--- config.mk ---
export PLATFORM = sky130hd
export DESIGN_NAME = mux_bus_arbiter
export DESIGN_NICKNAME = d
export VERILOG_FILES = /design/src/rtl/mux_bus_arbiter_pkg.sv /design/src/rtl/mux32_21.sv /design/src/rtl/mux_bus_arbiter.sv
export SDC_FILE = /design/constraint.sdc
export NUM_CORES = 1
export LEC_CHECK = 0
export CAP_MARGIN = 20
export CORE_ASPECT_RATIO = 1.2
export CORE_MARGIN = 3
export CORE_UTILIZATION = 40
export DETAILED_ROUTE_END_ITERATION = 7
export PLACE_DENSITY = 0.88
export SLEW_MARGIN = 10
export SYNTH_ARGS = -nofsm -noshare
export SYNTH_HDL_FRONTEND = slang
export SYNTH_SLANG_ARGS = --single-unit
--- constraint.sdc ---
create_clock -name clk -period 4.2 [get_ports clk]
set_input_delay 0.84 -clock clk [delete_from_list [all_inputs] [get_ports clk]]
set_output_delay 0.84 -clock clk [all_outputs]
set_load 0.02 [all_outputs]
--- src/rtl/mux_bus_arbiter_pkg.sv ---
// mux_bus_arbiter_pkg: shared state encoding, channel ids and owner-state helper
//   state_e : ST_IDLE / ST_OWN0 / ST_OWN1 arbiter states
//   CH0/CH1 : requester channel ids
package mux_bus_arbiter_pkg;
    typedef enum logic [1:0] {
        ST_IDLE = 2'd0,
        ST_OWN0 = 2'd1,
        ST_OWN1 = 2'd2
    } state_e;

    localparam logic CH0 = 1'b0;
    localparam logic CH1 = 1'b1;

    function automatic state_e own_st(input logic ch);
        return ch ? ST_OWN1 : ST_OWN0;
    endfunction
endpackage

--- src/rtl/mux32_21.sv ---
// mux32_21: 2:1 word mux
//   I0, I1 : input words
//   S      : select (1 picks I1)
//   o      : selected word
module mux32_21
    import mux_bus_arbiter_pkg::*;
#(
    parameter int WIDTH = 32
) (
    input  logic [WIDTH-1:0] I0,
    input  logic [WIDTH-1:0] I1,
    input  logic             S,
    output logic [WIDTH-1:0] o
);
    assign o = S ? I1 : I0;
endmodule

--- src/rtl/mux_bus_arbiter.sv ---
// mux_bus_arbiter: round-robin burst arbiter sharing one registered word path between two requesters
//   clk, rst             : clock, synchronous active-high reset
//   in0_valid/data/ready : requester 0 handshake (ready = word accepted this cycle)
//   in1_valid/data/ready : requester 1 handshake
//   out_valid/data/src   : registered output word and its source channel
//   out_ready            : downstream accepts out_data
//   grant                : one-hot owner {OWN1, OWN0}, 2'b00 when idle
//   ARB_FIXED_PRIO_EN    : when defined, every tie-break picks channel 0 instead of round-robin
module mux_bus_arbiter
    import mux_bus_arbiter_pkg::*;
#(
    parameter int WIDTH     = 32,
    parameter int MAX_BURST = 4
) (
    input  logic             clk,
    input  logic             rst,
    input  logic             in0_valid,
    input  logic [WIDTH-1:0] in0_data,
    output logic             in0_ready,
    input  logic             in1_valid,
    input  logic [WIDTH-1:0] in1_data,
    output logic             in1_ready,
    output logic             out_valid,
    output logic [WIDTH-1:0] out_data,
    output logic             out_src,
    input  logic             out_ready,
    output logic [1:0]       grant
);
    localparam int BCNT_W = (MAX_BURST > 1) ? $clog2(MAX_BURST) : 1;

    state_e             state_q, state_d, rel_st;
    logic               last_q, last_d;
    logic [BCNT_W-1:0]  bcnt_q, bcnt_d;
    logic               out_valid_q, out_src_q;
    logic [WIDTH-1:0]   out_data_q, mux_o;
    logic               sel, slot, xfer, own_valid, last_beat, pick;

    mux32_21 #(.WIDTH(WIDTH)) u_mux (
        .I0 (in0_data),
        .I1 (in1_data),
        .S  (sel),
        .o  (mux_o)
    );

    assign sel       = state_q == ST_OWN1;
    assign slot      = !out_valid_q || out_ready;
    assign in0_ready = (state_q == ST_OWN0) && in0_valid && slot;
    assign in1_ready = (state_q == ST_OWN1) && in1_valid && slot;
    assign xfer      = in0_ready || in1_ready;
    assign own_valid = sel ? in1_valid : in0_valid;
    assign last_beat = bcnt_q == BCNT_W'(MAX_BURST - 1);

`ifdef ARB_FIXED_PRIO_EN
    assign pick   = in0_valid ? CH0 : CH1;
    assign rel_st = in0_valid ? ST_OWN0 : (in1_valid ? ST_OWN1 : ST_IDLE);
`else
    // On a tie the channel that did not own last wins; a release hands over only to the other side.
    logic oth_valid;
    assign oth_valid = sel ? in0_valid : in1_valid;
    assign pick      = (in0_valid && in1_valid) ? ~last_q : (in1_valid ? CH1 : CH0);
    assign rel_st    = oth_valid ? own_st(~sel) : ST_IDLE;
`endif

    always_comb begin
        state_d = state_q;
        last_d  = last_q;
        bcnt_d  = bcnt_q;
        if (state_q == ST_IDLE) begin
            if (in0_valid || in1_valid) state_d = own_st(pick);
        end else if (!own_valid || (xfer && last_beat)) begin
            // Owner went idle or used up its burst: unused burst count is discarded.
            state_d = rel_st;
            last_d  = sel;
            bcnt_d  = '0;
        end else if (xfer) begin
            bcnt_d = bcnt_q + 1'b1;
        end
    end

    always_ff @(posedge clk) begin
        if (rst) begin
            state_q     <= ST_IDLE;
            last_q      <= CH1;
            bcnt_q      <= '0;
            out_valid_q <= 1'b0;
            out_data_q  <= '0;
            out_src_q   <= CH0;
        end else begin
            state_q <= state_d;
            last_q  <= last_d;
            bcnt_q  <= bcnt_d;
            if (xfer) begin
                out_valid_q <= 1'b1;
                out_data_q  <= mux_o;
                out_src_q   <= sel;
            end else if (out_ready) begin
                out_valid_q <= 1'b0;
            end
        end
    end

    assign out_valid = out_valid_q;
    assign out_data  = out_data_q;
    assign out_src   = out_src_q;
    assign grant     = {state_q == ST_OWN1, state_q == ST_OWN0};
endmodule

Word-level counts from Yosys, hierarchy flattened
Cells that the tools add are included.
{"block": "totals", "register_bits": 39, "inputBits": 69, "output_inout_bits": 38, "wordCells": 47}
{"block": "op_classes", "eq_ne": 4, "muxes": 15, "add_sub_neg": 1, "n_bitwise": 2, "n_reduce_logical": 19}
{"operator": "2-to-1 mux 32 bit", "count": 1}
{"operator": "2-to-1 mux 2 bit", "count": 8}
{"operator": "logical AND 1 bit", "count": 6}
{"operator": "2-to-1 mux 1 bit", "count": 6}
{"operator": "AND reduction 2 bit", "count": 3}
{"operator": "nonzero test 2 bit", "count": 3}
{"operator": "== test 2 bit, second input constant", "count": 2}
{"operator": "logical OR 1 bit", "count": 4}
{"operator": "adder 2 x 1 -> 2 bit, second input constant", "count": 1}
{"operator": "== test 2 x 1 -> 1 bit, second input constant", "count": 1}
{"operator": "zero test 1 bit", "count": 2}
{"operator": "zero test 2 bit", "count": 1}
{"operator": "inequality test 2 x 1 -> 1 bit, second input constant", "count": 1}
{"operator": "inverter 1 bit", "count": 2}

Depth between registers and ports, before layout
Gate-level depths: netlist (run 1).
{"block": "depth", "word_depth": 8, "ltp_mapped": 7, "depth_no_buf": 5}

Hierarchy
A second synthesis (run 1) with hierarchy kept.
{"block": "unflattened", "hier_cells": 193, "hier_area_um2": 2178.3}
{"module": "mux_bus_arbiter", "cells_per_inst": 157, "seq_area_each_um2": 780.7, "area_each_um2": 1634.1, "n_inst": 1}
{"module": "mux32_21", "cells_per_inst": 36, "seq_area_each_um2": 0.0, "area_each_um2": 544.3, "n_inst": 1}

Worst setup path after synthesis (run 1)
Ideal clock, no wire load.
{"block": "synth_path", "path_type": "reg2out", "startpoint": "register state_q[0]", "endpoint": "output port in1_ready", "n_path_buf": 3, "arrival_time_ns": 1.324, "setup_slack_ns": 2.036, "required_ns": 3.360, "path_stages_with_launch": 8, "cell_sequence": "dfxtp_1 buf_6 nand2b_4 buf_6 inv_2 buf_1 nand3_1 inv_1"}
{"block": "synth_via", "elab_chain_len": 3}
{"item": "start, declared", "line_no": "mux_bus_arbiter.sv:31", "text": "state_e state_q, state_d, rel_st;"}
{"item": "start signal, assigned", "line_no": "mux_bus_arbiter.sv:89", "text": "state_q <= state_d;"}
{"item": "== test 2 bit"}
{"item": "named net sel", "line_no": "mux_bus_arbiter.sv:36", "text": "logic sel, slot, xfer, own_valid, last_beat, pick;"}
{"item": "logical AND 1 bit (2 in series)", "line_no": "mux_bus_arbiter.sv:48", "text": "assign in1_ready = (state_q == ST_OWN1) && in1_valid && slot;"}
{"item": "end, declared", "line_no": "mux_bus_arbiter.sv:22", "text": "output logic in1_ready,"}
The timed path passes the listed nets, and every way through them passes these cells.

Worst setup path in the final report (run 1)
{"block": "layout_path", "startpoint": "input port in0_valid", "endpoint": "output port in0_ready"}
{"block": "layout_via", "elab_chain_len": 2}
{"item": "start, declared", "line_no": "mux_bus_arbiter.sv:17", "text": "input logic in0_valid,"}
{"item": "logical AND 1 bit (2 in series)", "line_no": "mux_bus_arbiter.sv:47", "text": "assign in0_ready = (state_q == ST_OWN0) && in0_valid && slot;"}
{"item": "end, declared", "line_no": "mux_bus_arbiter.sv:19", "text": "output logic in0_ready,"}
No other way between the ends.

==> run_results.csv, run 1 <==
group,metric,value,unit
synth,synth.mux.area_fraction,0,%
grt,grt_start_max_net_pins,43,
timing,finalCriticalPeriod,3.25,ns
synth,synth_top_cells_by_count,"67 x nand2_1, 39 x dfxtp_1, 33 x nor2_1",
placed_design,globalplace.congestion,0.877,
timing,timing.final.hold_violations,0,
cells_and_area,area_delta_synth_final,64.5,%
clock_tree,cts.clk_slew.worst_paths,0.07,ns
grt,grt.overflow.total,0,
clock_tree,worst_skew_pair.late_latency,0.28,ns
synth,most_instantiated_library_cell_after_synthesis,"nand2_1",
floorplan,placement_rows,26,
synth,yosys.area_share.adder,0.692,%
synth,synth-edff-count,0,
cells_and_area,multiInputGateArea,915,µm²
outcome,status,"finished clean",
setup_path,endpoint_kind,"output pin",
timing,achievable-frequency,308,MHz
power_and_ir_drop,power_frac_clock,22.6,%
timing,setup_tns,0,ns
clock_tree,cts_setup_buffers,0,
floorplan,die_x,67.4,µm
synth,syn-instance-count,230,
setup_path,reg2regPathDepth,6,
floorplan,io_count,107,
clock_tree,cts_tree,"yes",
timing,grt_setup_unrepaired,"false",
placed_design,post-dp-hpwl,3.87,mm
synth,synth.net_count,300,
synth,number_of_library_cell_types_mapped_by_synthesis,29,
setup_path,timing.rr.start,"state_q[1]$_SDFFE_PP0P_",
timing,clock_skew,0.00271,ns
power_and_ir_drop,share_comb_of_total_power,38.8,%
timing,finalMaxSlewViolations,0,
clock_tree,numClockSinks,39,
power_and_ir_drop,power.switching,398,µW
synth,synth_simple_gate_area_share,27.2,%
clock_tree,root_buffer,"clkbuf_8",
timing,final-setup-viol-count,0,
synth,synthesis.area_per_instance,7.87,µm²
cells_and_area,final-seq-area,781,µm²
synth,ys_warn_count,0,
cells_and_area,num_antenna_cells,0,
power_and_ir_drop,p_int,808,µW
timing,slew_worst_pin,0.615,ns
floorplan,initial_utilization,42.1,%
routing,post-route-drc-count,0,
synth,synth_seq_area_share,43.2,%
routing,firstDrtPassIters,4,
power_and_ir_drop,static-leakage-power,1.08,nW
hold_path,min-delay-path-class,"flop to flop",
cells_and_area,drive_gt1_share,4.59,%
clock_tree,cts-buffers-inserted,5,
clock_tree,cts_hold_repair.buffers,0,
routing,routed_wire_length_per_instance,14.3,µm
grt,globalRouteTotalUtil,20.1,%
clock_tree,cts.repair.resized,0,
setup_path,critPathCapture,"in0_ready",
cells_and_area,num-fill-cells,359,
power_and_ir_drop,power_frac_seq,38.5,%
cells_and_area,fin_nets,396,
clock_tree,clock_path_buffers,2,
run,cap_violations,0,
grt,antenna_found_initial,0,
setup_path,worst_setup_path_start_kind,"primary input",
routing,postRouteWirelength,5.47,mm
setup_path,cp_max_fo,7,
routing,postRouteAntennaNets,0,
power_and_ir_drop,powerDensity,405,nW/µm²
routing,vias_per_cell,5.22,
timing,whs,0.467,ns
synth,netlist_area,1810,µm²
synth,ys_async_sr_fraction,0,%
setup_path,crit_start,"in0_valid",
synth,yosys-top-cells-area,"dfxtp_1 43%, a311oi_1 15%, nand2_1 14%",
routing,dr.first_iter.drc_count,152,
grt,grt_first_pass_wirelength,8.47,mm
floorplan,coreArea,4290,µm²
floorplan,dieHeight,79.7,µm
routing,route.vias.total,2001,
synth,synth-compound-area-share,22.6,%
power_and_ir_drop,peakVddDrop,0.246,mV
synth,largest_family_of_logic_cells_by_synthesized_area,"simple AND/OR/NAND/NOR gates",
setup_path,crit_path_class,"primary input to output pin",
timing,finalCritPeriodShare,77.4,%
setup_path,crit_arrival,2.41,ns
setup_path,crit_reg_reg_endpoint,"state_q[0]$_SDFFE_PP0P_",
grt,first_global_vias,1829,
placed_design,port-buffer-count,106,
synth,synth_xor_xnor_area_share,0,%
synth,synth-main-ff-cell,"dfxtp_1",
setup_path,critical_path_required,3.36,ns
power_and_ir_drop,netSwitchingFraction,33.0,%
clock_tree,htreeDepth,2,
timing,slew-limit-headroom,58.9,%
setup_path,setup_slack_on_the_worst_flop_to_flop_path,1.77,ns
synth,synth_top_cell_by_area,"dfxtp_1",
floorplan,die_area,5370,µm²
synth,synthDominantCellAreaShare,43.2,%
synth,ys_seq_elements,39,
-- stage by stage --
stage	instance area (µm²)	total power, mW	setup slack [ns]	utilization (%)	std cells
2_1_floorplan	1810	0.731	2.04	-	230
3_3_place_gp	2880	0.929	0.967	67.0	375
3_5_place_dp	2880	0.942	0.985	67.0	375
4_1_cts	2980	1.22	0.960	69.3	383
5_1_grt	2980	1.27	0.802	69.3	383
6_report	2980	1.21	0.948	69.3	383
-- layer usage --
metal	vias to the layer above	part of all wire (%)	global-route usage (%)	routed length, µm
li1	997	-	-	-
met1	916	42	25.2	2300
met2	78	48	33.1	2630
met3	10	8.5	5.77	466
met4	0	1.4	5.48	78
met5	-	0	0	0
-- worst min-delay path by stage --
stage | slack [ns] | from | cells after the start | end
final | 0.47 | bcnt_q[1]$_SDFFE_PP0P_ | 2 | bcnt_q[1]$_SDFFE_PP0P_
after global placement | 0.44 | bcnt_q[1]$_SDFFE_PP0P_ | 2 | bcnt_q[1]$_SDFFE_PP0P_
after floorplan | 0.44 | bcnt_q[1]$_SDFFE_PP0P_ | 2 | bcnt_q[1]$_SDFFE_PP0P_
after detailed placement | 0.46 | bcnt_q[1]$_SDFFE_PP0P_ | 2 | bcnt_q[1]$_SDFFE_PP0P_
after global routing | 0.50 | bcnt_q[1]$_SDFFE_PP0P_ | 2 | bcnt_q[1]$_SDFFE_PP0P_
after CTS | 0.47 | bcnt_q[1]$_SDFFE_PP0P_ | 2 | bcnt_q[1]$_SDFFE_PP0P_
-- cell usage in the layout (no fill, tap or decap), drive strengths merged, types with 4 or more instances in the layout --
master | synthesis | final
a21oi | 6 | 6
a311oi | 32 | 32
clkbuf | 12 | 8
clkdlybuf4s50 | 0 | 106
dfxtp | 39 | 39
inv | 4 | 4
nand2 | 67 | 67
nand3b | 5 | 5
nor2 | 33 | 33
o21ai | 7 | 7
-- critical path, stage by stage --
cell	delay, ns
clkdlybuf4s50_1	0.58
nand3b_1	0.22
nor2_1	0.15
clkdlybuf4s50_1	0.62
-- area by class of cell --
class | count | share of cell area (%)
repair buffers | 109 | 36.8
well taps | 56 | 2.35
inverters | 4 | 0.504
multi-input cells | 167 | 30.7
clock buffers | 8 | 3.36
flip-flops and latches | 39 | 26.2
-- cell families (layout without fill, tap and decap cells) --
family / count (synthesis) / count (layout)
and+or+nand+nor: 115 / 115
AOI/OAI and AO/OA: 51 / 51
DFF: 39 / 39
buffers and inverters: 24 / 121
adders and majority gates: 1 / 1
-- state kept, by name (all words and copies together) (netlist names) --
| register | flops |
|---|---|
| out_src | 1 |
| state_q | 2 |
| bcnt_q | 2 |
| out_data | 32 |
| out_valid | 1 |
| last_q | 1 |
-- power by group through the flow --
stage | clock network [mW] | logic, mW | registers [mW]
3_3_place_gp | 0 | 0.459 | 0.470
3_5_place_dp | 0 | 0.469 | 0.473
5_1_grt | 0.294 | 0.508 | 0.472
6_report | 0.273 | 0.469 | 0.465
2_1_floorplan | 0 | 0.204 | 0.527
4_1_cts | 0.280 | 0.471 | 0.464
Note: power is estimated with default switching activity, not from simulation.
==> inputs of run 2 (changes only) <==
Settings changed: CORE_UTILIZATION 40 to 34, PLACE_DENSITY 0.88 to 0.8.
Clock period 4.2 ns to 2.7 ns, I/O delays scaled along.
==> run_results.csv, run 2 (synthesis gave the netlist of run 1 again) <==
group,metric,value,unit
outcome,status,"finished clean",
clock_tree,cts_tree,"yes",
cells_and_area,layout_commonest_cell,"clkdlybuf4s50_1",
grt,globalRouteTotalUtil,16.8,%
floorplan,coreArea,5040,µm²
setup_path,crit_arrival,2.04,ns
clock_tree,cts.clk_slew.worst_paths,0.08,ns
floorplan,dieHeight,85.9,µm
run,cap_violations,0,
grt,grt_start_max_net_pins,40,
setup_path,crit_path_class,"primary input to output pin",
routing,postRouteAntennaNets,0,
power_and_ir_drop,peakVddDrop,0.298,mV
floorplan,die_x,72.6,µm
power_and_ir_drop,powerDensity,642,nW/µm²
routing,routed_wire_length_per_instance,13.7,µm
floorplan,die_area,6240,µm²
setup_path,endpoint_kind,"output pin",
timing,timing.final.hold_violations,0,
floorplan,placement_rows,28,
cells_and_area,largest_reg_flops,32,
cells_and_area,drive_gt1_share,6.61,%
clock_tree,worst_skew_pair.late_latency,0.28,ns
placed_design,placed_cell_area,2910,µm²
cells_and_area,multiInputGateArea,915,µm²
timing,final-setup-viol-count,0,
cells_and_area,layout.core_utilization,60.1,%
timing,clock_skew,0.00406,ns
clock_tree,htreeDepth,2,
routing,firstDrtPassIters,4,
floorplan,initial_utilization,35.9,%
routing,route.vias.total,1987,
routing,post-route-drc-count,0,
routing,dr.first_iter.drc_count,87,
clock_tree,cts_setup_buffers,0,
timing,grt_setup_unrepaired,"false",
timing,finalCritPeriodShare,95.5,%
timing,finalMaxSlewViolations,0,
hold_path,hold_startpoint,"bcnt_q[1]$_SDFFE_PP0P_",
setup_path,crit_reg_reg_endpoint,"state_q[0]$_SDFFE_PP0P_",
power_and_ir_drop,finalPower,1.95,mW
floorplan,io_count,107,
cells_and_area,num-fill-cells,482,
clock_tree,cts_hold_repair.buffers,0,
setup_path,critical_path_required,2.16,ns
placed_design,place_ws,0.147,ns
placed_design,globalplace.congestion,0.785,
setup_path,cp_max_fo,3,
routing,vias_per_cell,5.06,
clock_tree,root_buffer,"clkbuf_8",
grt,grt_first_pass_wirelength,8.51,mm
timing,slew-limit-headroom,70.8,%
cells_and_area,post-route-cell-area,3030,µm²
timing,slew_worst_pin,0.432,ns
cells_and_area,final-seq-area,781,µm²
setup_path,timing.rr.start,"state_q[1]$_SDFFE_PP0P_",
cells_and_area,num_antenna_cells,0,
setup_path,worst_setup_path_start_kind,"primary input",
clock_tree,clock_path_buffers,2,
cells_and_area,mostFrequentLayoutCells,"106 x clkdlybuf4s50_1, 67 x nand2_1, 39 x dfxtp_1",
grt,grt.overflow.total,0,
cells_and_area,fin_nets,402,
hold_path,whs_endpoint,"bcnt_q[1]$_SDFFE_PP0P_",
timing,finalCriticalPeriod,2.58,ns
clock_tree,cts-buffers-inserted,5,
routing,postRouteWirelength,5.40,mm
placed_design,port-buffer-count,106,
power_and_ir_drop,static-leakage-power,1.12,nW
cells_and_area,area_delta_synth_final,67.6,%
grt,first_global_vias,1804,
setup_path,reg2regPathDepth,5,
grt,antenna_found_initial,0,
setup_path,setup_slack_on_the_worst_flop_to_flop_path,0.74,ns
timing,final.setup.worst_slack,0.122,ns
hold_path,min-delay-path-class,"flop to flop",
timing,achievable-frequency,388,MHz
placed_design,post-dp-hpwl,3.79,mm
clock_tree,numClockSinks,39,
hold_path,worstHoldPathCells,2,
clock_tree,cts.repair.resized,0,
timing,setup_tns,0,ns
[run 2: changes by cell type in the layout (fill, tap and decap cells not counted), sizes merged]
cell / previous run / this run
buf: 3 / 9
bufinv: 0 / 1
clkbuf: 8 / 6
clkinv: 0 / 1
[run 2: power breakdown]
part	internal [mW]	switching [mW]	leakage (nW)
combinational	0.361	0.367	0.736
clock	0.299	0.199	0.0612
sequential	0.666	0.0553	0.320
[run 2: final cells by class]
| class | instances | area share (%) |
|---|---|---|
| repair buffers | 115 | 37.2 |
| multi-input cells | 167 | 30.2 |
| well taps | 60 | 2.48 |
| clock inverters | 2 | 1.16 |
| flip-flops and latches | 39 | 25.8 |
| clock buffers | 6 | 2.72 |
| inverters | 4 | 0.495 |
[run 2: per-layer routing]
layer	GRT usage (%)	part of all wire, %
met4	4.19	0.69
met2	28.5	49
met1	21.2	43
met3	4.34	7.4
met5	0	0
[run 2: critical path: stages]
cell and delay, ns:
clkdlybuf4s50_1 0.51, nand2b_1 0.17, nand3_1 0.12, inv_1 0.09, clkdlybuf4s50_1 0.60
[run 2: worst max-delay path by stage]
stage                            start  slack, ns         to  cells after the start
4_1_cts                      out_ready       0.13  in1_ready                      5
5_1_grt                      out_ready       0.05  in1_ready                      5
2_1_floorplan  state_q[0]$_SDFFE_PP0P_       0.84  in1_ready                      7
3_5_place_dp                 out_ready       0.15  in1_ready                      5
6_report                     out_ready       0.12  in1_ready                      5
3_3_place_gp                 out_ready       0.15  in1_ready                      5
[run 2: through the flow]
step | hold WS, ns | std cells
after floorplan | 0.436 | 230
after global placement | 0.445 | 385
after detailed placement | 0.452 | 385
after CTS | 0.462 | 393
after global routing | 0.500 | 393
final | 0.459 | 393
